<file path="config.mk">
export PLATFORM = sky130hd
export DESIGN_NAME = twofish_subkey_sched
export DESIGN_NICKNAME = d
export VERILOG_FILES = /design/src/rtl/twofish_pkg.sv /design/src/rtl/twofish_subkey_sched_h.sv /design/src/rtl/twofish_subkey_sched.sv
export SDC_FILE = /design/constraint.sdc
export NUM_CORES = 2
export LEC_CHECK = 0
export CORE_UTILIZATION = 58
export DETAILED_ROUTE_END_ITERATION = 8
export PLACE_DENSITY = 0.75
export SLEW_MARGIN = 10
export SYNTH_ARGS = -nofsm -noshare
export SYNTH_HDL_FRONTEND = slang
export SYNTH_SLANG_ARGS = --single-unit
</file>
<file path="constraint.sdc">
create_clock -name clk -period 29.3 [get_ports clk]
set_input_delay 7.325 -clock clk [delete_from_list [all_inputs] [get_ports clk]]
set_output_delay 7.325 -clock clk [all_outputs]
set_load 0.02 [all_outputs]
</file>
<file path="src/rtl/twofish_pkg.sv">
// Shared constants, FSM encoding and the Twofish q0/q1 byte permutations.
package twofish_pkg;

  localparam int unsigned KEY_W       = 128;
  localparam int unsigned SK_W        = 32;
  localparam int unsigned NUM_PAIRS   = 20;
  localparam int unsigned NUM_SUBKEYS = 40;
  localparam int unsigned IDX_W       = 5;
  localparam int unsigned ADDR_W      = 6;

  localparam logic [1:0] ST_IDLE = 2'd0;
  localparam logic [1:0] ST_GEN  = 2'd1;
  localparam logic [1:0] ST_PIPE = 2'd2;
  localparam logic [1:0] ST_DONE = 2'd3;

  typedef enum logic [1:0] {
    IDLE = ST_IDLE,
    GEN  = ST_GEN,
    PIPE = ST_PIPE,
    DONE = ST_DONE
  } state_t;

  // 4-bit t-tables, entry 0 in the most significant nibble
  localparam logic [63:0] Q0_T0 = 64'h817D6F320B59ECA4;
  localparam logic [63:0] Q0_T1 = 64'hECB81235F4A6709D;
  localparam logic [63:0] Q0_T2 = 64'hBA5E6D90C8F32471;
  localparam logic [63:0] Q0_T3 = 64'hD7F4126E9B3085CA;
  localparam logic [63:0] Q1_T0 = 64'h28BDF76E31940AC5;
  localparam logic [63:0] Q1_T1 = 64'h1E2B4C376DA5F908;
  localparam logic [63:0] Q1_T2 = 64'h4C75169A0ED82B3F;
  localparam logic [63:0] Q1_T3 = 64'hB951C3DE647F208A;

  function automatic logic [3:0] nib(input logic [63:0] t, input logic [3:0] n);
    return t[{~n, 2'b00} +: 4];
  endfunction

  function automatic logic [3:0] ror4(input logic [3:0] x);
    return {x[0], x[3:1]};
  endfunction

  // s=0 selects q0, s=1 selects q1
  function automatic logic [7:0] qperm(input logic s, input logic [7:0] x);
    logic [3:0] a0, b0, a1, b1, a2, b2, a3, b3, a4, b4;
    a0 = x[7:4];
    b0 = x[3:0];
    a1 = a0 ^ b0;
    b1 = a0 ^ ror4(b0) ^ {a0[0], 3'b000};
    a2 = nib(s ? Q1_T0 : Q0_T0, a1);
    b2 = nib(s ? Q1_T1 : Q0_T1, b1);
    a3 = a2 ^ b2;
    b3 = a2 ^ ror4(b2) ^ {a2[0], 3'b000};
    a4 = nib(s ? Q1_T2 : Q0_T2, a3);
    b4 = nib(s ? Q1_T3 : Q0_T3, b3);
    return {b4, a4};
  endfunction

endpackage

</file>
<file path="src/rtl/twofish_subkey_sched_h.sv">
// H_Function: 128-bit key and pair index i -> round subkeys K[2i], K[2i+1].
// Key bytes are taken in string order, m0 = key[127:120].
module twofish_subkey_sched_h
  import twofish_pkg::*;
(
  input  logic [KEY_W-1:0] key,
  input  logic [5:0]       pair,
  output logic [SK_W-1:0]  k0,
  output logic [SK_W-1:0]  k1
);

  function automatic logic [7:0] xtime(input logic [7:0] x);
    return {x[6:0], 1'b0} ^ (x[7] ? 8'h69 : 8'h00);
  endfunction

  // GF(2^8) multiply modulo x^8+x^6+x^5+x^3+1
  function automatic logic [7:0] gmul(input logic [7:0] a, input logic [7:0] b);
    logic [7:0] p, aa;
    p  = 8'h00;
    aa = a;
    for (int i = 0; i < 8; i++) begin
      if (b[i]) p = p ^ aa;
      aa = xtime(aa);
    end
    return p;
  endfunction

  function automatic logic [31:0] bswap(input logic [31:0] x);
    return {x[7:0], x[15:8], x[23:16], x[31:24]};
  endfunction

  function automatic logic [31:0] hfn(input logic [7:0] x, input logic [31:0] l0,
                                      input logic [31:0] l1);
    logic [7:0] y0, y1, y2, y3, z0, z1, z2, z3;
    y0 = qperm(1'b1, qperm(1'b0, qperm(1'b0, x) ^ l1[7:0])   ^ l0[7:0]);
    y1 = qperm(1'b0, qperm(1'b0, qperm(1'b1, x) ^ l1[15:8])  ^ l0[15:8]);
    y2 = qperm(1'b1, qperm(1'b1, qperm(1'b0, x) ^ l1[23:16]) ^ l0[23:16]);
    y3 = qperm(1'b0, qperm(1'b1, qperm(1'b1, x) ^ l1[31:24]) ^ l0[31:24]);
    z0 = y0 ^ gmul(y1, 8'hEF) ^ gmul(y2, 8'h5B) ^ gmul(y3, 8'h5B);
    z1 = gmul(y0, 8'h5B) ^ gmul(y1, 8'hEF) ^ gmul(y2, 8'hEF) ^ y3;
    z2 = gmul(y0, 8'hEF) ^ gmul(y1, 8'h5B) ^ y2 ^ gmul(y3, 8'hEF);
    z3 = gmul(y0, 8'hEF) ^ y1 ^ gmul(y2, 8'hEF) ^ gmul(y3, 8'h5B);
    return {z3, z2, z1, z0};
  endfunction

  logic [31:0] m0, m1, m2, m3, a, b_raw, b, t;

  always_comb begin
    m0    = bswap(key[127:96]);
    m1    = bswap(key[95:64]);
    m2    = bswap(key[63:32]);
    m3    = bswap(key[31:0]);
    a     = hfn({1'b0, pair, 1'b0}, m0, m2);
    b_raw = hfn({1'b0, pair, 1'b1}, m1, m3);
    b     = {b_raw[23:0], b_raw[31:24]};
    t     = a + {b[30:0], 1'b0};
    k0    = a + b;
    k1    = {t[22:0], t[31:23]};
  end

endmodule

</file>
<file path="src/rtl/twofish_subkey_sched.sv">
// Twofish subkey scheduler: generates K[0..39] into a buffer and serves a registered read port.
// Optional build macro H_PIPE_EN registers the H_Function outputs before the buffer write.
module twofish_subkey_sched
  import twofish_pkg::*;
(
  input  logic              clk,
  input  logic              rst_n,
  input  logic              start,
  input  logic [KEY_W-1:0]  key_in,
  output logic              busy,
  output logic              done,
  output logic              sk_valid,
  input  logic [ADDR_W-1:0] rd_addr,
  output logic [SK_W-1:0]   rd_data
);

  state_t            state, state_d;
  logic [IDX_W-1:0]  idx, idx_d;
  logic [KEY_W-1:0]  key_q, key_d;
  logic              busy_d, done_d, skv_d;
  logic [SK_W-1:0]   h_k0, h_k1;
  logic              wr_en;
  logic [IDX_W-1:0]  wr_idx;
  logic [SK_W-1:0]   wr_k0, wr_k1;
  logic [SK_W-1:0]   sk_buf [NUM_SUBKEYS];

  twofish_subkey_sched_h u_h (
    .key  (key_q),
    .pair ({1'b0, idx}),
    .k0   (h_k0),
    .k1   (h_k1)
  );

`ifdef H_PIPE_EN
  logic             p_vld;
  logic [IDX_W-1:0] p_idx;
  logic [SK_W-1:0]  p_k0, p_k1;

  always_ff @(posedge clk or negedge rst_n) begin
    if (!rst_n) begin
      p_vld <= 1'b0;
      p_idx <= '0;
      p_k0  <= '0;
      p_k1  <= '0;
    end else begin
      p_vld <= (state == GEN);
      p_idx <= idx;
      p_k0  <= h_k0;
      p_k1  <= h_k1;
    end
  end

  assign wr_en  = p_vld;
  assign wr_idx = p_idx;
  assign wr_k0  = p_k0;
  assign wr_k1  = p_k1;
`else
  assign wr_en  = (state == GEN);
  assign wr_idx = idx;
  assign wr_k0  = h_k0;
  assign wr_k1  = h_k1;
`endif

  always_ff @(posedge clk or negedge rst_n) begin
    if (!rst_n) begin
      state    <= IDLE;
      idx      <= '0;
      key_q    <= '0;
      busy     <= 1'b0;
      done     <= 1'b0;
      sk_valid <= 1'b0;
    end else begin
      state    <= state_d;
      idx      <= idx_d;
      key_q    <= key_d;
      busy     <= busy_d;
      done     <= done_d;
      sk_valid <= skv_d;
    end
  end

  // Next-state: start is honoured only in IDLE/DONE; idx holds at the last pair
  always_comb begin
    state_d = state;
    idx_d   = idx;
    key_d   = key_q;
    busy_d  = busy;
    done_d  = 1'b0;
    skv_d   = sk_valid;
    case (state)
      IDLE, DONE: begin
        if (start) begin
          key_d   = key_in;
          idx_d   = '0;
          skv_d   = 1'b0;
          busy_d  = 1'b1;
          state_d = GEN;
        end
      end
      GEN: begin
        if (idx == IDX_W'(NUM_PAIRS - 1)) begin
`ifdef H_PIPE_EN
          state_d = PIPE;
`else
          state_d = DONE;
          busy_d  = 1'b0;
          done_d  = 1'b1;
          skv_d   = 1'b1;
`endif
        end else begin
          idx_d = idx + IDX_W'(1);
        end
      end
      PIPE: begin
        state_d = DONE;
        busy_d  = 1'b0;
        done_d  = 1'b1;
        skv_d   = 1'b1;
      end
      default: state_d = IDLE;
    endcase
  end

  // Buffer is not reset; sk_valid masks stale contents
  always_ff @(posedge clk) begin
    if (wr_en) begin
      sk_buf[{wr_idx, 1'b0}] <= wr_k0;
      sk_buf[{wr_idx, 1'b1}] <= wr_k1;
    end
  end

  always_ff @(posedge clk or negedge rst_n) begin
    if (!rst_n) begin
      rd_data <= '0;
    end else if (sk_valid && (rd_addr < ADDR_W'(NUM_SUBKEYS))) begin
      rd_data <= sk_buf[rd_addr];
    end else begin
      rd_data <= '0;
    end
  end

endmodule
</file>
; ---- Word-level counts from Yosys, hierarchy flattened
; Memory sizes are Yosys's and may differ from the RTL's.
; Index checks and enable logic that the tools add are counted.
[classes]
n_addsub = 3
mul = 0
n_div = 0
magnitude_cmp = 1
eq_ne = 7
shifts = 80
muxes = 73
bitwise_logic = 358
reduce_logical = 7
[ops]
columns = operator, count
row1 = variable part select 64 x 7 -> 4 bit (first input constant), 80
row2 = XOR 8 bit, 163
row3 = XOR 4 bit, 110
row4 = 2-to-1 mux 7 bit, 56
row5 = NOT 4 bit, 76
row6 = adder 32 bit, 2
row7 = XOR 8 x 7 -> 8 bit, 5
row8 = 2-to-1 mux 32 bit, 1
row9 = XOR 2 x 4 -> 4 bit, 3
row10 = 2-to-1 mux 5 bit, 2
row11 = one-hot mux 5 bit (2 select lines), 1
row12 = 2-to-1 mux 1 bit, 7
row13 = < comparator 6 bit (second input constant), 1
row14 = one-hot mux 1 bit (3 select lines), 2
row15 = one-hot mux 2 bit (3 select lines), 1
row16 = adder 5 x 1 -> 5 bit (second input constant), 1
row17 = equality test 5 bit (second input constant), 1
row18 = equality test 2 bit (second input constant), 2
row19 = 2-to-1 mux 2 bit, 2
row20 = inequality test 2 bit (second input constant), 2
row21 = AND reduction 2 bit, 2
row22 = AND reduction 3 bit, 1
row23 = XOR 2 x 3 -> 3 bit, 1
row24 = equality test 2 x 1 -> 1 bit (second input constant), 1
row25 = other kinds (6), 6
[word_totals]
regBits = 170
latchBits = 0
ram_bits = 1280
romBits = 0
in_bits = 137
output_inout_bits = 35
memories = 1
[mem_list]
columns = memory, words, word_bits, read_ports, rd_clocked_by_memory_dff, wr, line_no
row1 = sk_buf, 40, 32, 1, 0, 2, twofish_subkey_sched.sv:25  ; logic [SK_W-1:0] sk_buf [NUM_SUBKEYS];

; ---- Depth between registers and ports, before layout
[logic_depth]
ltp_word = 45
depth_mapped = 65

; ---- Modules after synthesis
; A second synthesis with hierarchy kept.
[unflattened]
hier_cells = 6037
area_unflattened_um2 = 82768.1
[by_module_without_submodules]
columns = mod, n_inst, cells_per_inst, area_each_um2, seq_area_each_um2
row1 = twofish_subkey_sched, 1, 2684, 55333.1, 42665.9
row2 = twofish_subkey_sched_h, 1, 3353, 27435.1, 0.0

; ---- Worst setup path after synthesis
; Ideal clock, no wire load.
[synth_timing]
path_type = reg2reg
from = register idx[3]
to = memory sk_buf[0][31] (data pin)
arrival_time_ns = 13.252
t_required_ns = 28.990
slack_ns = 15.739
path_stages_with_launch = 58
path_buffers = 3
period_less_slack_ns = 13.561
path_cell_list = dfrtp_1 > buf_6 > buf_6 > clkbuf_1 > nor2b_1 > nand2b_1 > inv_1 > ha_1 > mux4_2 > or3_1 > nand2_1 > inv_1 > ha_1 > mux2i_1 > a21oi_1 > xnor2_1 > xnor3_2 > ha_1 > (+22 left out) > xor2_1 > xnor2_1 > ha_1 > inv_1 > maj3_1 > maj3_2 > o21a_1 > o211ai_2 > a21oi_1 > o311ai_2 > a31oi_1 > o21a_1 > o31a_2 > o21ai_2 > a221oi_2 > o21bai_1 > a21oi_1 > xor2_1
[synth_lines]
columns = element, line_no
row1 = start: declaration, twofish_subkey_sched.sv:18  ; logic [IDX_W-1:0] idx, idx_d;
row2 = start signal: assignment, twofish_subkey_sched.sv:74  ; idx <= idx_d;
row3 = end: declaration, twofish_subkey_sched.sv:25

==> run summary <==
Setup TNS: 0 ns
Resize count post-CTS: 0
Synth top area share: 0.4561
Status: finished, violations left
Ys async rst share: 0.1166
Min Tclk post-route: 16.04 ns
DR pass1 iterations: 8
Seq/Total Area, Yosys: 0.5063
Met2 WL: 109,500 um
Final WS setup: 13.26 ns
Gr usage total: 0.2931
Total core area: 143,800 um2
RD Place Congestion: 0.9668
Gr ovfl total: 0
CTS tree: done
Layout cells sized above 1: 0.1951
Largest area contributor in the netlist: edfxtp_1
Most frequent cells after synthesis: 1,280 x edfxtp_1, 472 x xnor2_1, 408 x mux4_2, 326 x ha_1, 224 x inv_1
Syn_nets: 6,355
WL per Instance: 26.52 um
H-Tree Depth: 4
Placed insts: 7,878
Die H: 383.2 um
Yosys warns: 0
Clock Skews: 0.06418 ns
Ys flop type: edfxtp_1
Endpoints failing setup: 0
Hold Path Class: flip-flop to flip-flop
Total number of vias: 52,540
Cell Rows: 139
F_max: 62.33 MHz
CTS root buf: clkbuf_16
Final instance area: 93,110 um2
Die area: 146,800 um2
Final instance count without filler cells: 8,138
Placed wire-length estimate: 137,100 um
Period utilization: 0.5476
Worst slew pin tran: 1.290 ns
Pre-CTS setup slack: 13.61 ns
Sink Count: 1,449
Setup CP Type: flip-flop to flip-flop
I/O Pins: 172
CP max stage delay: 1.01 ns
WL met3: 15,220 um
Type of origin of the critical path: flip-flop
Critical-path cell with the highest stage delay: xor2_1
Antenna-violating nets left: 0
Initial Util: 0.5859
Post-DR vias/cell: 6.456
# hold bufs at CTS: 0
Drt first-iter violations: 5,143
Layout area overhead: 10.49%
Initial antenna violation count: 2
Area after DPL: 88,540 um2
Distinct cells, synth: 153
Worst Setup End Kind: flip-flop
Clock Latency Late Sink: 0.80 ns
# DRC: 10
Postcts setup bufs: 0
Max Cap Viol: 0
Final Hold Viols: 0
Failing checks: design-rule violations
Critical path's most frequent cell: inv_1
Port Buf Inserts: 171
Worst slew margin: 0.1373
Vias in the first global route: 52,230
Synth Register Bits: 1,449
Mean Syn Cell Area: 14.30 um2
Die X: 383.2 um
First-pass GRT wire length: 322,900 um
RSZ-0062 raised after global routing: false
Number of flops mapped to enable cells by yosys: 1,280
Largest net degree at the start of global routing: 83
Wl on met1: 84,680 um
Bufs on Longest Clock Path: 3
Max layer used: met4
Crit path DAT: 16.41 ns
Worst-path fanout max: 31
Clock Pin Slew Worst Setup and Hold Paths: 0.06 ns
Most frequent cell after synthesis: edfxtp_1
Mapped Area: 84,270 um2
CP required: 29.66 ns
Ranking of synthesized cells by area: edfxtp_1 46%, mux4_2 11%, dfrtp_1 5.0%
Post-Route WL: 215,800 um
Mapped Cells: 5,892
Layout Nets: 6,584
TritonCTS Buffers: 144
Fin. max-slew vios: 0
## per-stage QoR
| stage | hold slack (ns) | util |
|---|---|---|
| detailed placement | 0.4904 | 0.6156 |
| global placement | 0.4665 | 0.6155 |
| CTS | 0.5021 | 0.6473 |
| floorplan | 0.4471 | - |
| global route | 0.5350 | 0.6473 |
| finish | 0.5006 | 0.6473 |
## flip-flops by register name, summed over array words and instances, names as in the netlist
signal / cells
busy: 1
rd_data: 32
key_q: 128
state: 2
done: 1
sk_buf: 1280
idx: 5
## worst max-delay path: cells and delay by family (launching register included)
kind,cells,cell delay (ns)
xor+xnor,7,3.56
simple gates,12,3.25
compound gates,18,4.76
mux,1,0.53
fa+ha+maj,8,2.12
flops,1,0.36
buf+inv,8,1.00
## placed cells by master, fill, tap and decap left out, types with 95 or more instances in the layout
cell / n
edfxtp_1: 1280
nor3_1: 95
nand3_1: 99
xor2_1: 205
mux2_2: 174
o21ai_0: 132
dfrtp_1: 168
ha_1: 326
a21oi_1: 156
nor2_1: 196
a211oi_1: 119
xnor2_1: 462
clkbuf_16: 145
mux4_2: 408
buf_4: 100
clkdlybuf4s50_1: 164
inv_1: 224
mux2i_1: 185
nand2_1: 181
## final timing paths
path / start / slack, ns / depth (start not counted) / end
setup / recovery: idx[1] / 13.26 / 54 / sk_buf[16][31]
hold / removal: state[0] / 0.50 / 2 / state[0]
setup reg to reg: idx[1] / 13.26 / 54 / sk_buf[16][31]
hold reg to reg: state[0] / 0.50 / 2 / state[0]
max in group asynchronous: rst_n / 20.81 / 3 / rd_data[30]
min in group asynchronous: rst_n / 6.45 / 1 / key_q[66]
## kinds of logic after synthesis
| group | Yosys count | share of synthesized area |
|---|---|---|
| fa+ha+maj | 335 | 0.04950 |
| compound gates | 1013 | 0.08995 |
| flops | 1449 | 0.5063 |
| xor+xnor | 846 | 0.1091 |
| buf+inv | 429 | 0.02096 |
| simple gates | 1026 | 0.06524 |
| mux | 794 | 0.1589 |
## metal layers
layer | global-route usage | up-vias
met1 | 0.3793 | 26570
met3 | 0.04642 | 359
met4 | 0.09059 | 0
met2 | 0.5067 | 2271
met5 | 0 | -
li1 | - | 23340
## layout make-up
class	count	area, um2
flip-flops and latches	1449	42670
repair buffers	269	2460
inverters	243	918.4
clock inverters	74	668.1
fillers	10080	50720
multi-input cells	4014	40120
diodes	1	2.502
well taps	1903	2381
clock buffers	185	3892
Power is not shown: default switching activity piles up to over one toggle a cycle in this logic, so the estimate is an artifact.
